`src/rtl/wb_ram_arbiter.sv`:
```
// Round-robin Wishbone arbiter sharing one wb_ram slave among several masters.
// The grant is held for the whole bus cycle; a watchdog errors out stalled strobes.
module wb_ram_arbiter #(
    parameter int NUM_MASTERS = 2,
    parameter int TIMEOUT     = 16
) (
    input  logic                      clk_i,
    input  logic                      rst_ni,
    input  logic [NUM_MASTERS*32-1:0] m_dat_i,
    input  logic [NUM_MASTERS*30-1:0] m_adr_i,
    input  logic [NUM_MASTERS-1:0]    m_we_i,
    input  logic [NUM_MASTERS*4-1:0]  m_sel_i,
    input  logic [NUM_MASTERS-1:0]    m_cyc_i,
    input  logic [NUM_MASTERS-1:0]    m_stb_i,
    input  logic [NUM_MASTERS*3-1:0]  m_cti_i,
    output logic [31:0]               m_dat_o,
    output logic [NUM_MASTERS-1:0]    m_ack_o,
    output logic [NUM_MASTERS-1:0]    m_err_o,
    output logic [31:0]               s_dat_o,
    output logic [29:0]               s_adr_o,
    output logic                      s_we_o,
    output logic [3:0]                s_sel_o,
    output logic                      s_cyc_o,
    output logic                      s_stb_o,
    output logic [2:0]                s_cti_o,
    input  logic [31:0]               s_dat_i,
    input  logic                      s_ack_i,
    output logic [NUM_MASTERS-1:0]    grant_o
);

    localparam int IDX_W = $clog2(NUM_MASTERS);
    localparam int CNT_W = (TIMEOUT > 1) ? $clog2(TIMEOUT) : 1;
    localparam logic [CNT_W-1:0] CNT_LAST = CNT_W'((TIMEOUT > 0) ? TIMEOUT - 1 : 0);

    typedef enum logic {IDLE, OWN} state_e;

    state_e                 state_q;
    logic [NUM_MASTERS-1:0] grant_q;
    logic [IDX_W-1:0]       gntIdx_q;
    logic [IDX_W-1:0]       rrPtr_q;
    logic [CNT_W-1:0]       wdCount_q;

    logic                   reqFound_d;
    logic [IDX_W-1:0]       nextIdx_d;
    logic [NUM_MASTERS-1:0] grantOh_d;
    logic [IDX_W-1:0]       candIdx;
    logic                   own;
    logic                   gCyc;
    logic                   gStb;
    logic                   errPulse;

    // First requester after the last owner, wrapping modulo NUM_MASTERS
    always_comb begin
        reqFound_d = 1'b0;
        nextIdx_d  = '0;
        candIdx    = '0;
        for (int i = 1; i <= NUM_MASTERS; i++) begin
            candIdx = IDX_W'((int'(rrPtr_q) + i) % NUM_MASTERS);
            if (!reqFound_d && m_cyc_i[candIdx]) begin
                reqFound_d = 1'b1;
                nextIdx_d  = candIdx;
            end
        end
        grantOh_d = NUM_MASTERS'(1) << nextIdx_d;
    end

    assign own  = (state_q == OWN);
    assign gCyc = m_cyc_i[gntIdx_q];
    assign gStb = m_stb_i[gntIdx_q];

    // A same-cycle ack beats the timeout, so err only fires on a still-unacked strobe
    assign errPulse = (TIMEOUT > 0) && own && gStb && !s_ack_i && (wdCount_q == CNT_LAST);

    assign s_dat_o = own ? m_dat_i[int'(gntIdx_q)*32 +: 32] : '0;
    assign s_adr_o = own ? m_adr_i[int'(gntIdx_q)*30 +: 30] : '0;
    assign s_sel_o = own ? m_sel_i[int'(gntIdx_q)*4 +: 4]   : '0;
    assign s_cti_o = own ? m_cti_i[int'(gntIdx_q)*3 +: 3]   : '0;
    assign s_we_o  = own && m_we_i[gntIdx_q];
    assign s_cyc_o = own && gCyc;
    assign s_stb_o = own && gStb && !errPulse;
    assign m_dat_o = s_dat_i;
    assign grant_o = grant_q;

    always_comb begin
        m_ack_o = '0;
        m_err_o = '0;
        if (own) begin
            m_ack_o[gntIdx_q] = s_ack_i && gStb && !errPulse;
            m_err_o[gntIdx_q] = errPulse;
        end
    end

    // Arbitration FSM; the pointer moves to the releasing owner so it yields next time
    always_ff @(posedge clk_i or negedge rst_ni) begin
        if (!rst_ni) begin
            state_q   <= IDLE;
            grant_q   <= '0;
            gntIdx_q  <= '0;
            rrPtr_q   <= IDX_W'(NUM_MASTERS - 1);
            wdCount_q <= '0;
        end else begin
            unique case (state_q)
                IDLE: begin
                    wdCount_q <= '0;
                    if (reqFound_d) begin
                        state_q  <= OWN;
                        gntIdx_q <= nextIdx_d;
                        grant_q  <= grantOh_d;
                    end
                end
                OWN: begin
                    if (!gCyc) begin
                        state_q   <= IDLE;
                        rrPtr_q   <= gntIdx_q;
                        grant_q   <= '0;
                        wdCount_q <= '0;
                    end else if ((TIMEOUT > 0) && s_stb_o && !s_ack_i) begin
                        wdCount_q <= wdCount_q + 1'b1;
                    end else begin
                        wdCount_q <= '0;
                    end
                end
            endcase
        end
    end

endmodule

```
`config.mk`:
```
export PLATFORM = sky130hd
export DESIGN_NAME = wb_ram_arbiter
export DESIGN_NICKNAME = d
export VERILOG_FILES = /design/src/rtl/wb_ram_arbiter.sv
export SDC_FILE = /design/constraint.sdc
export NUM_CORES = 1
export LEC_CHECK = 0
export ABC_AREA = 1
export BUFFER_PORTS_ARGS = -buffer_cell sky130_fd_sc_hd__buf_2
export CORE_AREA = 2 2 111 113
export CTS_CLUSTER_SIZE = 28
export DETAILED_ROUTE_END_ITERATION = 8
export DIE_AREA = 0 0 113 115
export HOLD_SLACK_MARGIN = 0.08
export PLACE_DENSITY = 0.57
export SYNTH_ARGS = -nofsm -noshare
export SYNTH_HDL_FRONTEND = slang
export SYNTH_SLANG_ARGS = --single-unit
export TNS_END_PERCENT = 1
```
`constraint.sdc`:
```
create_clock -name clk_i -period 1.1 [get_ports clk_i]
set_clock_uncertainty 0.15 [all_clocks]
set_input_delay 0 -clock clk_i [delete_from_list [all_inputs] [get_ports clk_i]]
set_output_delay 0 -clock clk_i [all_outputs]
set_load 0.01 [all_outputs]
```
==> impl_metrics.ini <==
[routing]
drc = 18
final_antenna_net_count = 0
drtIter0Drc = 120
vias = 2928
drt-total-wl_mm = 9.04
viasPerCell = 4.11
wl_per_cell_um = 12.7
first_pass_iters = 9

[die]
io_pins = 289
start_util_pct = 16.9
core.rowCount = 40
die_h_um = 115
die-area_sq_um = 13000
die_w_um = 113
core_sq_um = 11800

[clock_network]
clkSinkCount = 9
clkSlewWorstSetupHoldPaths_ns = 0.04
cts_tree = built
clk_latency_ns = 0.24
cts_hold_buf = 35
htreeDepth = 1
cts_buffers = 3
cts_buffer_depth = 2
root_buffer = clkbuf_16

[synthesis]
yosysUniqueCellTypes = 22
syn_area_per_cell_sq_um = 6.10
syn_inst = 328
ys_ff_latch = 9
yosysSeqAreaShare_pct = 11.3
synth_nets = 508
synth_top_area_share_pct = 29.6
synth_area_sq_um = 2000
synth.largest_area_cell = nand2_1
synthTopCellsByArea = nand2_1 30%, a21oi_2 18%, buf_4 14%
synth_warnings = 0

[power]
power_w = 0.00846
vdd_drop_max_uv = 1180
p_per_area_nw_per_um2 = 2240
cellLeakagePower_nw = 2.00

[timing]
rsz0062_at_grt = true
drv_slew = 0
hold-worst-slack_ns = -0.0416
timing.final.crit_share_pct = 137
setup_viol = 85
finalHoldViolCount = 8
max_slew.worst_pin.slew_ns = 0.221
timing.fmax_mhz = 663
min_period_ns = 1.51
fin_ws_ns = -0.409
timing.slew.headroom_pct = 85.2

[critical_path]
arrival_ns = 1.36
path_class = reg -> out
cp_max_fo = 24
critPathRequiredTime_ns = 0.95
ff2ff_path_depth = 8
end_kind = primary output
r2r-start = gntIdx_q
rr_endpoint = wdCount_q[0]
r2r_slack_ns = -0.34
crit_path_start_kind = flip-flop
setup.worst_path.start = gntIdx_q
crit_end = s_dat_o[19]

[placed_design]
dp_cells = 664
portBuffers = 224
gp_congestion = 0.804
dp.final_hpwl_mm = 6.48
dp_worst_setup_slack_ns = -0.249

[layout]
layout.nets = 746
layout-drive-gt1-share_pct = 61.8
stdcell_count = 713
fin_util_pct = 31.9
area_growth_pct = 88.4

[min_path]
hold_class = in -> reg

[grt]
grt.overflow.total = 0
antenna_found_initial = 1
grt_pass1_vias = 2692
grt_max_degree = 31
grt.total_usage_pct = 12.2
grt_first_pass_wirelength_mm = 13.1

[flow_run]
drv_cap = 0

[status]
status = finished with violations
violations = DRC, hold timing, setup timing
logic make-up (layout without fill, tap and decap cells):
group           count (synthesis)  in the layout  synth area share, %
fa+ha+maj                       1              1                0.625
other cells                     0              1                    0
xor+xnor                        1              1                0.438
compound gates                 73             73                 25.9
flops                           9              9                 11.3
buf+inv                        63            300                 25.7
simple gates                  181            181                 36.0
synthesized netlist by cell type:
master and number:
buf_6 18, o21ai_1 1, nand2_2 2, inv_1 5, nor2_1 8, o21ai_2 1
buf_4 38, ha_1 1, a21oi_1 31, dfstp_2 1, nor3_1 1, nand3_2 1
a21oi_2 40, inv_2 2, nor3_2 1, nand4_1 2, dfrtp_1 8, nand2_1 158
xor2_1 1, or2_2 1, nor2_4 1, nand3_1 6
state kept, by name (all words and copies together), names as in the netlist:
signal / cells
gntIdx_q: 1
wdCount_q: 4
grant_o: 2
own: 1
rrPtr_q: 1
worst max-delay path, stage by stage, from the launching register on:
cell and delay [ns]:
dfrtp_2 0.45, clkinv_4 0.12, buf_12 0.17, nand2_1 0.08
a21oi_2 0.14, buf_2 0.15
cell type report:
cell class / instances / area, sq um
fill: 1273 / 8040
timing repair buffer: 289 / 1820
multi-input combinational: 256 / 1420
sequential: 9 / 228
tap: 147 / 184
clock buffer: 4 / 78.8
inverter: 7 / 36.3
antenna: 1 / 2.50
metrics by stage:
step | hold slack, ns | TNS, ns | cell area [sq um]
3_5_place_dp | -0.278 | -14.13 | 3130
3_3_place_gp | -0.282 | -13.24 | 3130
6_report | -0.0416 | -28.63 | 3770
2_1_floorplan | -0.446 | -1.71 | 2090
4_1_cts | -0.0420 | -31.90 | 3630
5_1_grt | 0.0131 | -34.86 | 3770
report_power, final:
group          switching (W)  internal, W  total (W)
clock network       0.000180     0.000486   0.000666
logic                0.00416      0.00310    0.00727
registers          0.0000896     0.000438   0.000528
what timing repair did:
item | in CTS | in global routing
buffers inserted | 1 | 7
gates resized for setup | 11 | 23
cloned | 1 | 1
pin swaps | 3 | 6
endpoints found under the setup margin | 85 | 85
hold endpoints to repair | 50 | 12
metal layers:
metal  wire [um]  GRT usage [%]
met1        3620           15.2
met3         787           2.06
met5           0              0
met4          82           3.25
met2        4540           21.8
placed cells by master (no fill, tap or decap), types with 2 or more instances in the layout:
cell type / instances
buf_12: 7
dlygate4sd3_1: 35
nand2_2: 8
nor2_4: 2
buf_6: 3
clkbuf_16: 4
nand2_4: 3
dfrtp_1: 7
nand3_1: 4
nor2_1: 3
nand2_1: 149
inv_1: 5
nor3_2: 2
a21oi_2: 63
nor2_2: 4
a21oi_1: 8
buf_2: 223
nand3_2: 3
nand4_1: 2
clkinv_4: 2
buf_4: 19
worst min-delay path by stage:
stage / from / endpoint / slack, ns / cells past startpoint
3_5_place_dp: rst_ni / wdCount_q[3] / -0.28 / 1
4_1_cts: m_cyc_i[0] / gntIdx_q / -0.04 / 4
3_3_place_gp: rst_ni / wdCount_q[3] / -0.28 / 1
6_report: m_cyc_i[0] / gntIdx_q / -0.04 / 4
5_1_grt: m_cyc_i[0] / gntIdx_q / 0.01 / 4
2_1_floorplan: rst_ni / gntIdx_q / -0.45 / 0
Power figures use the tool's default switching activity.
